`src/rtl/spi_shift_engine.sv`:
```
// spi_shift_engine: SPI serialiser/deserialiser with one-entry TX holding buffer and RX holding register
module spi_shift_engine #(
  parameter int DATA_WIDTH = 8
) (
  input  logic                  pclk,
  input  logic                  preset,
  input  logic                  ss,
  input  logic                  cpol,
  input  logic                  cpha,
  input  logic                  lsbfe,
  input  logic                  mosi_send_sclk,
  input  logic                  mosi_send_sclk0,
  input  logic                  miso_receive_sclk,
  input  logic                  miso_receive_sclk0,
  input  logic                  miso,
  input  logic                  tx_valid,
  input  logic [DATA_WIDTH-1:0] tx_data,
  output logic                  tx_ready,
  input  logic                  rx_read,
  input  logic                  ovr_clr,
  output logic                  mosi,
  output logic [DATA_WIDTH-1:0] rx_data,
  output logic                  rx_valid,
  output logic                  rx_overrun,
  output logic                  busy,
  output logic                  frame_done
);
  localparam int CW = $clog2(DATA_WIDTH) + 1;
  localparam logic [CW-1:0] LAST = CW'(DATA_WIDTH - 1);
  localparam logic [CW-1:0] FULL = CW'(DATA_WIDTH);
  localparam logic [1:0] IDLE = 2'd0;
  localparam logic [1:0] LOAD = 2'd1;
  localparam logic [1:0] XFER = 2'd2;
  logic [1:0] state;
  logic [DATA_WIDTH-1:0] hold, shift_tx, shift_rx, rx_next, tx_shifted;
  logic hold_full, sel, lsb_r, send_stb, rx_stb, out_bit, last_rx;
  logic [CW-1:0] tx_cnt, rx_cnt;
  assign tx_ready = ~hold_full;
  assign busy = state != IDLE;
  always_comb begin
    send_stb = sel ? mosi_send_sclk0 : mosi_send_sclk;
    rx_stb = sel ? miso_receive_sclk0 : miso_receive_sclk;
    out_bit = lsb_r ? shift_tx[0] : shift_tx[DATA_WIDTH-1];
    tx_shifted = lsb_r ? shift_tx >> 1 : shift_tx << 1;
    rx_next = lsb_r ? {miso, shift_rx[DATA_WIDTH-1:1]} : {shift_rx[DATA_WIDTH-2:0], miso};
    last_rx = rx_stb && rx_cnt == LAST;
  end
  always_ff @(posedge pclk) begin
    if (preset) begin
      state <= IDLE;
      hold <= '0;
      hold_full <= 1'b0;
      shift_tx <= '0;
      shift_rx <= '0;
      tx_cnt <= '0;
      rx_cnt <= '0;
      sel <= 1'b0;
      lsb_r <= 1'b0;
      mosi <= 1'b0;
      rx_data <= '0;
      rx_valid <= 1'b0;
      rx_overrun <= 1'b0;
      frame_done <= 1'b0;
    end else begin
      frame_done <= 1'b0;
      if (tx_valid && tx_ready) begin
        hold <= tx_data;
        hold_full <= 1'b1;
      end
      if (rx_read) rx_valid <= 1'b0;
      if (ovr_clr) rx_overrun <= 1'b0;
      if (state == IDLE) begin
        if (!ss && hold_full) state <= LOAD;
      end else if (ss) begin
        state <= IDLE;
      end else if (state == LOAD) begin
        shift_tx <= cpha ? hold : (lsbfe ? hold >> 1 : hold << 1);
        mosi <= cpha ? mosi : (lsbfe ? hold[0] : hold[DATA_WIDTH-1]);
        tx_cnt <= cpha ? '0 : CW'(1);
        rx_cnt <= '0;
        sel <= cpol ^ cpha;
        lsb_r <= lsbfe;
        hold_full <= 1'b0;
        state <= XFER;
      end else begin
        if (send_stb && tx_cnt < FULL) begin
          mosi <= out_bit;
          shift_tx <= tx_shifted;
          tx_cnt <= tx_cnt + 1'b1;
        end
        if (rx_stb) begin
          shift_rx <= rx_next;
          rx_cnt <= rx_cnt + 1'b1;
        end
        if (last_rx) begin
          rx_data <= rx_next;
          rx_valid <= 1'b1;
          frame_done <= 1'b1;
          if (rx_valid && !rx_read) rx_overrun <= 1'b1;
          state <= hold_full ? LOAD : IDLE;
        end
      end
    end
  end
endmodule

```
`config.mk`:
```
export PLATFORM = sky130hd
export DESIGN_NAME = spi_shift_engine
export DESIGN_NICKNAME = d
export VERILOG_FILES = /design/src/rtl/spi_shift_engine.sv
export SDC_FILE = /design/constraint.sdc
export NUM_CORES = 1
export LEC_CHECK = 0
export CAP_MARGIN = 20
export CORE_UTILIZATION = 53
export CTS_CLUSTER_SIZE = 16
export DETAILED_ROUTE_END_ITERATION = 7
export PLACE_DENSITY = 0.76
export SLEW_MARGIN = 5
export SYNTH_ARGS = -nofsm -noshare
export SYNTH_HDL_FRONTEND = slang
export SYNTH_SLANG_ARGS = --single-unit
```
`constraint.sdc`:
```
create_clock -name pclk -period 2.3 [get_ports pclk]
set_clock_uncertainty 0.2 [all_clocks]
set_input_delay 0.23 -clock pclk [delete_from_list [all_inputs] [get_ports pclk]]
set_output_delay 0.23 -clock pclk [all_outputs]
set_load 0.1 [all_outputs]
```
==> flow_metrics.py <==
metrics = {
    "clocking": {
        "clock_sinks": 49,
        "ctsHtreeMaxLevel": 2,
        "clock_buffer_depth": 2,
        "setup_fix_bufs_post_cts": 0,
        "tritoncts": "built",
        "clk_transition_reported_paths_ns": 0.09,
        "cts_hold_repair.buffers": 0,
        "cts_resized": 0,
        "clock_latency_late_sink_ns": 0.30,
        "clock_tree.root_cell": "clkbuf_8",
        "cts_buffers": 5,
    },
    "sta": {
        "totalNegativeSetupSlack_ns": 0,
        "finalHoldWorstSlack_ns": 0.281,
        "final-setup-viol-count": 0,
        "period_minus_slack_ns": 1.94,
        "grt_setup_unrepaired": "no",
        "fmax_mhz": 515,
        "final_hold_viol_count": 0,
        "fin_crit_sh": 0.844,
        "slew_viol_final": 0,
        "tightestPinTransition_ns": 0.528,
        "slew_headroom": 0.641,
    },
    "drt": {
        "vias_per_cell": 5.63,
        "dr_total_vias": 1958,
        "route.final.wire_length_um": 4760,
        "avgRoutedWirePerCell_um": 13.7,
        "post_detailed_route_drc_marker_count": 0,
        "first_iter_violations": 100,
        "detailedRoute.firstPassIterationCount": 4,
        "drtAntennaViolNets": 0,
    },
    "layout": {
        "register_area_um2": 981,
        "design.final.nets": 321,
        "drive_gt1_frac": 0.185,
        "post_layout_instance_count_excluding_filler_cells": 348,
        "combined_area_of_the_multi_input_logic_cells_um2": 1230,
        "post-route-cell-area_um2": 2850,
        "antenna_diodes": 0,
        "fillCellCount": 348,
        "flow.area_growth_from_synthesis_pct": 21.8,
    },
    "setup_path": {
        "worstPathArrival_ns": 1.92,
        "critPathLaunch": "sel$_SDFFE_PP0P_",
        "critPathKind": "reg2reg",
        "regToRegStartpoint": "sel$_SDFFE_PP0P_",
        "crit_path_end_kind": "register",
        "worst_ep_required_time_ns": 2.28,
        "critical_path_start_type": "register",
        "critical_path_peak_fanout": 7,
    },
    "synthesis": {
        "synth_seq_cells": 49,
        "synthesis.yosys.warnings": 0,
        "ys_seq_area_frac": 0.419,
        "syn_area_per_cell_um2": 9.00,
        "postSynthNetCount": 284,
        "synthesis.instances": 260,
        "synth_top_cell_area_share": 0.419,
        "yosys.cell_types.count": 43,
        "synthDominantAreaCellType": "dfxtp_1",
        "synth_top_cells_by_area": "dfxtp_1 (42%), mux2i_1 (8.6%), a211oi_1 (6.4%)",
        "syn-cell-area_um2": 2340,
    },
    "global_route": {
        "wire_length_of_the_first_global_routing_pass_um": 7900,
        "grt_max_degree": 30,
        "grt_pass1_vias": 1740,
        "grt_antenna_before_repair": 0,
        "overflow": 0,
        "grt_use_total": 0.225,
    },
    "floorplanning": {
        "pin_count": 36,
        "core_region_area_um2": 4120,
        "placementRows": 23,
        "die_area_um2": 4680,
        "start_util": 0.569,
        "die_width_um": 68.4,
        "floorplan.die.height_um": 68.4,
    },
    "min_path": {
        "hold_path_class": "reg2reg",
        "startpoint_of_the_tightest_hold_check_path": "tx_cnt[2]$_SDFFE_PP0P_",
    },
    "place": {
        "dp_hpwl_um": 3440,
        "placed_area_um2": 2760,
        "globalplace.congestion": 0.764,
        "io_buffers": 35,
        "place.detailed.instances": 340,
    },
    "status": {
        "run_status": "completed",
    },
    "pwr": {
        "max-vdd-ir-drop_v": 0.000415,
        "power_per_cell_area_nw_per_um2": 559,
        "leakage_power_nw": 0.997,
        "finalPower_mw": 1.59,
    },
    "flow_run": {
        "max-cap-violations": 0,
    },
}
[critical path: stages (launching register included)]
cell	delay (ns)
dfxtp_1	0.41
mux2i_2	0.52
nor2_1	0.12
mux2i_1	0.13
a2111oi_0	0.42
[cell usage in the layout, fill, tap and decap left out, types with 2 or more instances in the layout]
master	instances
dfxtp_1	49
nor2_1	40
buf_4	26
clkdlybuf4s50_1	21
a211oi_1	20
mux2i_1	20
nand2_1	17
a21oi_1	14
o21ai_0	12
inv_1	10
mux2_2	9
a311oi_1	7
clkbuf_8	5
nand2b_1	4
xnor2_1	3
o21a_1	3
nor3_1	3
or3b_2	2
nand3b_1	2
a211oi_2	2
nor2b_1	2
a31oi_1	2
ha_1	2
clkinv_4	2
buf_12	2
[final timing paths]
| check | end | slack, ns | cells after the start |
|---|---|---|---|
| min | tx_cnt[2]$_SDFFE_PP0P_ | 0.28 | 2 |
| max | state[0]$_SDFFE_PP0P_ | 0.36 | 4 |
| max reg2reg | state[0]$_SDFFE_PP0P_ | 0.36 | 4 |
| min reg2reg | tx_cnt[2]$_SDFFE_PP0P_ | 0.28 | 2 |
[flip-flops by register name, summed over array words and instances (netlist names)]
register    flops
frame_done      1
hold            8
hold_full       1
lsb_r           1
mosi            1
rx_cnt          4
rx_data         8
rx_overrun      1
rx_valid        1
sel             1
shift_rx        8
shift_tx        8
state           2
tx_cnt          4
[synth_stat cells]
library cell and number:
mux2_2 9, or3_1 1, nor3b_2 1, o22ai_2 1, o32ai_1 1, nand4b_1 1, xnor2_1 3, a211oi_1 20
o21ai_0 12, or2_2 1, buf_1 2, nor3_1 3, or3b_2 2, nor4b_1 1, nor2b_1 2, a22oi_1 1
nand2_1 17, nor4b_4 1, a21o_1 1, mux2i_2 1, o22ai_1 1, a311oi_1 7, dfxtp_1 49, o21bai_1 1
nor3b_4 1, a2111oi_0 1, ha_1 2, a211oi_2 2, buf_6 1, mux2i_1 20, nor2_1 40, and4_1 1
nand3_1 1, nand2b_1 4, nand3b_1 2, o21a_1 3, a31oi_1 2, a21oi_1 14, buf_4 1, nor3b_1 1
buf_2 5, clkbuf_1 10, inv_1 10
[cell families (layout without fill, tap and decap cells)]
| logic type | count (synthesis) | count (layout) | synth area share |
|---|---|---|---|
| adder cells (fa/ha/maj) | 2 | 2 | 0.0107 |
| AO/OA/AOI/OAI | 67 | 67 | 0.197 |
| flip-flops | 49 | 49 | 0.419 |
| multiplexers | 30 | 30 | 0.135 |
| XOR/XNOR | 3 | 3 | 0.0112 |
| buffers and inverters | 29 | 67 | 0.0540 |
| AND/OR/NAND/NOR | 80 | 80 | 0.173 |
[where the power goes]
part / internal (mW) / switching (mW)
Sequential: 0.867 / 0.0186
Clock: 0.216 / 0.296
Combinational: 0.0935 / 0.101
Total: 1.18 / 0.416
[metal layers]
layer / global-route usage / vias up / part of all wire
met5: 0 / - / 0
met4: 0.0729 / 0 / 0.0048
met3: 0.0517 / 4 / 0.032
met2: 0.350 / 35 / 0.48
met1: 0.303 / 911 / 0.48
li1: - / 1008 / -
[stage by stage]
stage                util  setup slack, ns
finish              0.693            0.359
global route        0.693            0.168
CTS                 0.693            0.334
global placement    0.670            0.273
floorplan               -            0.541
detailed placement  0.670            0.154
[area by class of cell]
class | count | share of cell area
inverters | 10 | 0.0132
multi-input cells | 182 | 0.432
flip-flops and latches | 49 | 0.344
clock inverters | 3 | 0.00790
well taps | 50 | 0.0219
clock buffers | 5 | 0.0241
repair buffers | 49 | 0.156
No activity file was read; power rests on OpenSTA's default activity.
